<file path="src/rtl/fpga_clk_div_gen_if.sv">
// APB slave bus bundle for the clock-enable generator register file.
// No wait states: writes commit on the access edge, reads are combinational.
// No pready; the slave never stalls the master.
interface fpga_clk_div_gen_if #(
  parameter int ADDR_W = 8
) ();
  logic              psel;
  logic              penable;
  logic              pwrite;
  logic [ADDR_W-1:0] paddr;
  logic [31:0]       pwdata;
  logic [31:0]       prdata;

  modport master (
    output psel, penable, pwrite, paddr, pwdata,
    input  prdata
  );

  modport slave (
    input  psel, penable, pwrite, paddr, pwdata,
    output prdata
  );
endinterface

</file>
<file path="src/rtl/fpga_clk_div_gen.sv">
// Multi-channel APB-programmable clock-enable generator: tick every (ratio+1) cycles.
// Latency: ch_tick is combinational from flops and gate_en; first tick ratio+1 cycles after enable.
// Backpressure: none; APB has no wait states, ratio changes wait for the period boundary.
module fpga_clk_div_gen #(
  parameter int NUM_CH = 4,
  parameter int DIV_W  = 8,
  parameter int ADDR_W = 8
) (
  input  logic                pad_clk,
  input  logic                clkrst_b,
  fpga_clk_div_gen_if.slave   apb,
  input  logic [NUM_CH-1:0]   gate_en,
  output logic [NUM_CH-1:0]   ch_tick
);

  localparam int IDX_W = ADDR_W - 2;

  // Reset synchroniser: asserts asynchronously, releases two edges after clkrst_b rises.
  logic [1:0] rst_sync_q, rst_sync_d;
  logic       rst_n;

  // Shift ones into the synchroniser once the pad reset is released.
  always_comb begin
    rst_sync_d = {rst_sync_q[0], 1'b1};
  end

  // Synchroniser register, cleared the moment the pad reset goes low.
  always_ff @(posedge pad_clk or negedge clkrst_b) begin
    if (!clkrst_b) rst_sync_q <= '0;
    else           rst_sync_q <= rst_sync_d;
  end

  assign rst_n = rst_sync_q[1];

  // Per-channel state: enable, shadow ratio, active ratio, pending flag, counter.
  logic [NUM_CH-1:0] en_q, en_d;
  logic [NUM_CH-1:0] pend_q, pend_d;
  logic [DIV_W-1:0]  ratio_q [NUM_CH];
  logic [DIV_W-1:0]  ratio_d [NUM_CH];
  logic [DIV_W-1:0]  act_q   [NUM_CH];
  logic [DIV_W-1:0]  act_d   [NUM_CH];
  logic [DIV_W-1:0]  cnt_q   [NUM_CH];
  logic [DIV_W-1:0]  cnt_d   [NUM_CH];

  logic [NUM_CH-1:0] run;
  logic [NUM_CH-1:0] wrap;
  logic [IDX_W-1:0]  idx;
  logic              wr_en;
  logic [31:0]       prdata_c;

  assign idx   = apb.paddr[ADDR_W-1:2];
  assign wr_en = apb.psel & apb.penable & apb.pwrite;

  // Low address bits and unmapped write-data bits are architecturally ignored.
  wire unused_ok = &{1'b0, apb.paddr[1:0], apb.pwdata};

  // A channel wraps when running and its counter reaches the active ratio.
  always_comb begin
    run  = '0;
    wrap = '0;
    for (int i = 0; i < NUM_CH; i++) begin
      run[i]  = en_q[i] & gate_en[i];
      wrap[i] = run[i] & (cnt_q[i] == act_q[i]);
    end
  end

  assign ch_tick = wrap;

  // Next-state: register writes, deferred ratio hand-over at wrap, counter stepping.
  always_comb begin
    en_d    = en_q;
    pend_d  = pend_q;
    ratio_d = ratio_q;
    act_d   = act_q;
    cnt_d   = cnt_q;
    for (int i = 0; i < NUM_CH; i++) begin
      if (wr_en && (int'(idx) == i)) begin
        en_d[i]    = apb.pwdata[31];
        ratio_d[i] = apb.pwdata[DIV_W-1:0];
        // An idle channel, a channel being disabled, or a write landing on the
        // boundary takes the new ratio at once; otherwise it waits for the wrap.
        if (!en_q[i] || !apb.pwdata[31] || wrap[i]) begin
          act_d[i]  = apb.pwdata[DIV_W-1:0];
          pend_d[i] = 1'b0;
        end else begin
          pend_d[i] = 1'b1;
        end
      end else if (pend_q[i] && wrap[i]) begin
        act_d[i]  = ratio_q[i];
        pend_d[i] = 1'b0;
      end

      // Gate low freezes the count; disable clears it.
      if (!en_q[i] || !en_d[i]) cnt_d[i] = '0;
      else if (!run[i])         cnt_d[i] = cnt_q[i];
      else if (wrap[i])         cnt_d[i] = '0;
      else                      cnt_d[i] = cnt_q[i] + DIV_W'(1);
    end
  end

  // Channel state registers.
  always_ff @(posedge pad_clk or negedge rst_n) begin
    if (!rst_n) begin
      en_q   <= '0;
      pend_q <= '0;
      for (int i = 0; i < NUM_CH; i++) begin
        ratio_q[i] <= '0;
        act_q[i]   <= '0;
        cnt_q[i]   <= '0;
      end
    end else begin
      en_q    <= en_d;
      pend_q  <= pend_d;
      ratio_q <= ratio_d;
      act_q   <= act_d;
      cnt_q   <= cnt_d;
    end
  end

  // Read mux: CTRL returns en and the shadow ratio, STAT returns pending/running.
  always_comb begin
    prdata_c = '0;
    if (apb.psel && !apb.pwrite) begin
      for (int i = 0; i < NUM_CH; i++) begin
        if (int'(idx) == i) begin
          prdata_c[31]        = en_q[i];
          prdata_c[DIV_W-1:0] = ratio_q[i];
        end
      end
      if (int'(idx) == NUM_CH) begin
        prdata_c[NUM_CH-1:0]  = pend_q;
        prdata_c[16+:NUM_CH]  = run;
      end
    end
  end

  assign apb.prdata = prdata_c;

endmodule

</file>
<file path="src/flat_wrapper.sv">
// flat-port wrapper written by rule: the top's interface ports become plain ports
module fpga_clk_div_gen_flat 
#(
  parameter int NUM_CH = 4,
  parameter int DIV_W  = 8,
  parameter int ADDR_W = 8
)
  (pad_clk, clkrst_b, gate_en, ch_tick, apb_psel, apb_penable, apb_pwrite, apb_paddr, apb_pwdata, apb_prdata);
  fpga_clk_div_gen_if #(.ADDR_W(ADDR_W)) apb_i ();
  input  logic pad_clk;
  input  logic clkrst_b;
  input  logic [NUM_CH-1:0] gate_en;
  output logic [NUM_CH-1:0] ch_tick;
  input wire logic [$bits(apb_i.psel)-1:0] apb_psel;
  input wire logic [$bits(apb_i.penable)-1:0] apb_penable;
  input wire logic [$bits(apb_i.pwrite)-1:0] apb_pwrite;
  input wire logic [$bits(apb_i.paddr)-1:0] apb_paddr;
  input wire logic [$bits(apb_i.pwdata)-1:0] apb_pwdata;
  output wire logic [$bits(apb_i.prdata)-1:0] apb_prdata;
  assign apb_i.psel = apb_psel;
  assign apb_i.penable = apb_penable;
  assign apb_i.pwrite = apb_pwrite;
  assign apb_i.paddr = apb_paddr;
  assign apb_i.pwdata = apb_pwdata;
  assign apb_prdata = apb_i.prdata;
  fpga_clk_div_gen #(.NUM_CH(NUM_CH), .DIV_W(DIV_W), .ADDR_W(ADDR_W)) u_core (.pad_clk(pad_clk), .clkrst_b(clkrst_b), .apb(apb_i), .gate_en(gate_en), .ch_tick(ch_tick));
endmodule
</file>
<file path="config.mk">
export PLATFORM = sky130hd
export DESIGN_NAME = fpga_clk_div_gen_flat
export DESIGN_NICKNAME = d
export VERILOG_FILES = /design/src/rtl/fpga_clk_div_gen_if.sv /design/src/rtl/fpga_clk_div_gen.sv /design/src/flat_wrapper.sv
export SDC_FILE = /design/constraint.sdc
export NUM_CORES = 1
export LEC_CHECK = 0
export BUFFER_PORTS_ARGS = -buffer_cell sky130_fd_sc_hd__buf_2
export CAP_MARGIN = 20
export CORE_ASPECT_RATIO = 1.75
export CORE_MARGIN = 1
export CORE_UTILIZATION = 42
export CTS_CLUSTER_DIAMETER = 30
export DETAILED_ROUTE_END_ITERATION = 10
export GPL_ROUTABILITY_DRIVEN = 1
export GPL_TIMING_DRIVEN = 0
export PLACE_DENSITY = 0.66
export SLEW_MARGIN = 20
export SYNTH_ARGS = -nofsm -noshare
export SYNTH_HDL_FRONTEND = slang
export SYNTH_SLANG_ARGS = --single-unit
</file>
<file path="constraint.sdc">
create_clock -name pad_clk -period 3.9 [get_ports pad_clk]
set_input_delay 0.585 -clock pad_clk [delete_from_list [all_inputs] [get_ports pad_clk]]
set_output_delay 0.585 -clock pad_clk [all_outputs]
set_load 0.01 [all_outputs]
</file>
==> flow_metrics.py <==
metrics = {
    "run_status": {
        "status": "finished clean",
    },
    "logic_synthesis": {
        "synthesized_area_per_cell_um2": 11.7,
        "synth_area_leader_cell": "dfrtp_1",
        "asyncSetResetFlopFracSynth_pct": 100,
        "post_synth_main_area_contributors": "dfrtp_1, mux2_2, xnor2_1, xor2_1, mux4_2",
        "synth.cells.most_frequent": "dfrtp_1, mux2_2, nor2_1",
        "ys_ff_latch": 106,
        "cell_with_the_most_instances_after_synthesis": "dfrtp_1",
        "synthCells": 460,
        "yosys_warnings": 0,
        "synth_flop_cell": "dfrtp_1",
        "proportion_of_synthesized_chip_area_in_sequential_cells_pct": 49.3,
        "distinct_cell_type_count_of_the_synthesized_netlist": 45,
        "cell_area_after_synthesis_mm2": 0.00538,
        "synth_top_area_share_pct": 49.3,
        "synth_edf_count": 0,
    },
    "worst_setup_path": {
        "crit_required_ps": 3310,
        "setup.reg_to_reg.worst_slack_ps": 1620,
        "reg2reg_from": "u_core.cnt_q[17]",
        "cp-end-kind": "primary output",
        "worstRegToRegCells": 6,
        "critical-path-top-cell-by-count": "buf_2",
        "critical_path_peak_fanout": 10,
        "kind_of_cell_with_the_highest_combined_delay_on_the_critical_path": "simple AND/OR/NAND/NOR gates",
        "cp_data_arrival_time_ps": 3040,
        "crit_path_start_kind": "primary input",
        "worstPathCellList": "buf_2 > buf_2 > nor2_1 > nand2_1 > nor4_1 > nand2_1 > nor2_1 > buf_2",
        "crit_path_top_delay_cell": "nor4_1",
        "cp.buffers_inverters": 3,
        "timing.setup.critical_path_class": "primary input to primary output",
        "cpPeakStageDelay_ps": 820,
        "worst_r2r_endpoint": "u_core.act_q[21]",
    },
    "timing": {
        "final_max_slew_viol_count": 0,
        "timing.max_slew.rel_slack_pct": 28.1,
        "skew_ps": 10.0,
        "finalHoldViolations": 0,
        "grt_setup_unrepaired": "no",
        "final_critical_path_setup_slack_ps": 280,
        "finalCritPeriodShare_pct": 92.8,
        "timing.final.crit_period_ps": 3620,
        "finalSetupViolCount": 0,
        "max_slew.worst_pin.slew_ps": 1070,
        "timing.fmax_mhz": 276,
    },
    "cts": {
        "cts_root_buffer": "clkbuf_16",
        "clk-insertion-delay-late_ps": 350,
        "clkSinkCount": 106,
        "cts_made_buffers": 9,
        "clkTransAtPathRegs_ps": 70,
        "cts_resized": 0,
        "clock_tree.buffer_depth": 2,
        "cts_htree_levels": 3,
        "postCtsSetupRepairBufs": 0,
        "number_of_hold_buffers_added_after_cts": 0,
        "cts_tree": "yes",
    },
    "layout": {
        "final_core_util_pct": 49.3,
        "final_area_mm2": 0.00617,
        "area_taken_by_multi_input_logic_gates_mm2": 0.00257,
        "antenna_cells_inserted": 0,
        "fillers": 1147,
        "drive_gt1_share_pct": 31.1,
        "regArea_mm2": 0.00266,
        "design.final.nets": 582,
        "layout-area-overhead-vs-synth_pct": 14.7,
    },
    "pwr": {
        "power.density_cell_area_mw_per_mm2": 354,
        "p_total_mw": 2.18,
        "power.internal_mw": 1.63,
        "vdd_drop_max_mv": 0.181,
        "swShare_pct": 25.4,
        "clock_power_share_pct": 40.6,
        "power.combinational.fraction_pct": 6.8,
        "leakagePower_nw": 2.93,
        "p_sw_mw": 0.555,
        "seq_power_share_pct": 52.6,
    },
    "floorplan": {
        "boundaryPins": 85,
        "initial_utilization_pct": 43.0,
        "die_w_um": 87.5,
        "die_area_mm2": 0.0133,
        "die_h_um": 152,
        "core_area_mm2": 0.0125,
        "floorplan.rows": 54,
    },
    "routing": {
        "vias": 3681,
        "finalWirelength_mm": 12.2,
        "routed_via_density": 5.24,
        "drt_first_iter_violations": 205,
        "drtAntennaViolNets": 0,
        "remaining_drc_errors": 0,
        "firstDrtPassIters": 4,
        "post_drt_wl_per_cell_um": 17.4,
    },
    "place": {
        "dp.final_hpwl_mm": 9.44,
        "globalplace.congestion": 0.911,
        "place_area_mm2": 0.00588,
        "dp_slack_ps": 305,
        "io_buffer_count": 39,
    },
    "global_routing": {
        "global_route.usage.total_pct": 20.0,
        "grt_antenna_before_repair": 0,
        "grt_first_pass_wirelength_mm": 19.5,
        "grt_max_degree": 55,
        "grt_remaining_overflow": 0,
        "grt_pass1_vias": 3698,
    },
    "job": {
        "max_cap_violations": 0,
    },
    "hold_path": {
        "min-delay-path-class": "primary input to async pin",
    },
}
## worst max-delay path by stage
stage,start,end,slack (ps),cells after the start
finish,apb_paddr[2],apb_prdata[17],280,8
global route,apb_paddr[2],apb_prdata[17],90,8
CTS,apb_paddr[2],apb_prdata[17],300,8
detailed placement,apb_paddr[2],apb_prdata[17],300,8
global placement,u_core.rst_sync_q[1],u_core.cnt_q[30],-350,0
floorplan,u_core.rst_sync_q[1],u_core.act_q[0],730,0
## metrics by stage
step,hold WS [ps],cells,TNS [ps]
2_1_floorplan,289,478,0
3_3_place_gp,337,685,-36190
3_5_place_dp,345,686,0
4_1_cts,3.77,702,0
5_1_grt,0.791,702,0
6_report,8.73,702,0
## flip-flops by register name, indices dropped and copies added (netlist names)
register / flops
u_core.pend_q: 4
u_core.cnt_q: 32
u_core.en_q: 4
u_core.act_q: 32
u_core.rst_sync_q: 2
u_core.ratio_q: 32
## cell usage in the layout, fill, tap and decap left out, types with 3 or more instances in the layout
cell and n:
mux2_2 65, and3_1 10, nor2_1 43, ha_1 4, clkbuf_16 9, a21oi_1 10
nor3_1 3, nand3b_1 4, nor2b_1 3, inv_1 5, a31oi_1 4, mux4_2 9
nand2_1 24, o21ai_0 4, dfrtp_1 105, xor2_1 27, nand4_1 14, buf_4 19
xnor2_1 27, buf_2 43, nand3_1 20, conb_1 20, nand2b_1 12, clkbuf_1 10
a22oi_1 5
## routing by layer
| layer | GRT usage [%] | vias up | share of wire (%) |
|---|---|---|---|
| met4 | 12.8 | 0 | 4.5 |
| li1 | - | 1718 | - |
| met1 | 21.5 | 1837 | 38 |
| met5 | 0 | - | 0 |
| met3 | 2.28 | 27 | 3.4 |
| met2 | 36.4 | 99 | 54 |
## worst reg2reg max path, delay by kind of cell (launching register included)
family | cells | cell delay [ps]
and+or+nand+nor | 2 | 600
DFF | 1 | 450
AOI/OAI and AO/OA | 1 | 390
buffers and inverters | 1 | 180
muxes | 1 | 400
xor gates and xnor gates | 1 | 160
## power by group through the flow
stage | sequential, mW | clock, mW | combinational [mW]
final | 1.15 | 0.888 | 0.148
after global routing | 1.15 | 0.951 | 0.163
after CTS | 1.15 | 0.901 | 0.148
after detailed placement | 1.17 | 0 | 0.147
after global placement | 1.18 | 0 | 0.131
after floorplan | 1.17 | 0 | 0.0901
## area by class of cell
type                       count  share of cell area, %
buffer                        33                   3.25
clock buffer                   9                   3.65
clock inverter                 7                  0.974
inverter                       5                  0.304
multi-input combinational    334                   41.7
sequential                   106                   43.1
tap                          168                   3.41
timing repair buffer          40                   3.61
## logic make-up (layout without fill, tap and decap cells)
group,after synthesis,in the layout,synth area share (%)
multiplexers,76,76,17.8
AO/OA/AOI/OAI,32,32,4.33
flip-flops,106,106,49.3
adder cells (fa/ha/maj),4,4,0.931
buffers and inverters,38,94,4.07
XOR/XNOR,54,54,8.79
AND/OR/NAND/NOR,148,148,14.6
other,2,20,0.140
(Power assumes the default switching activity.)
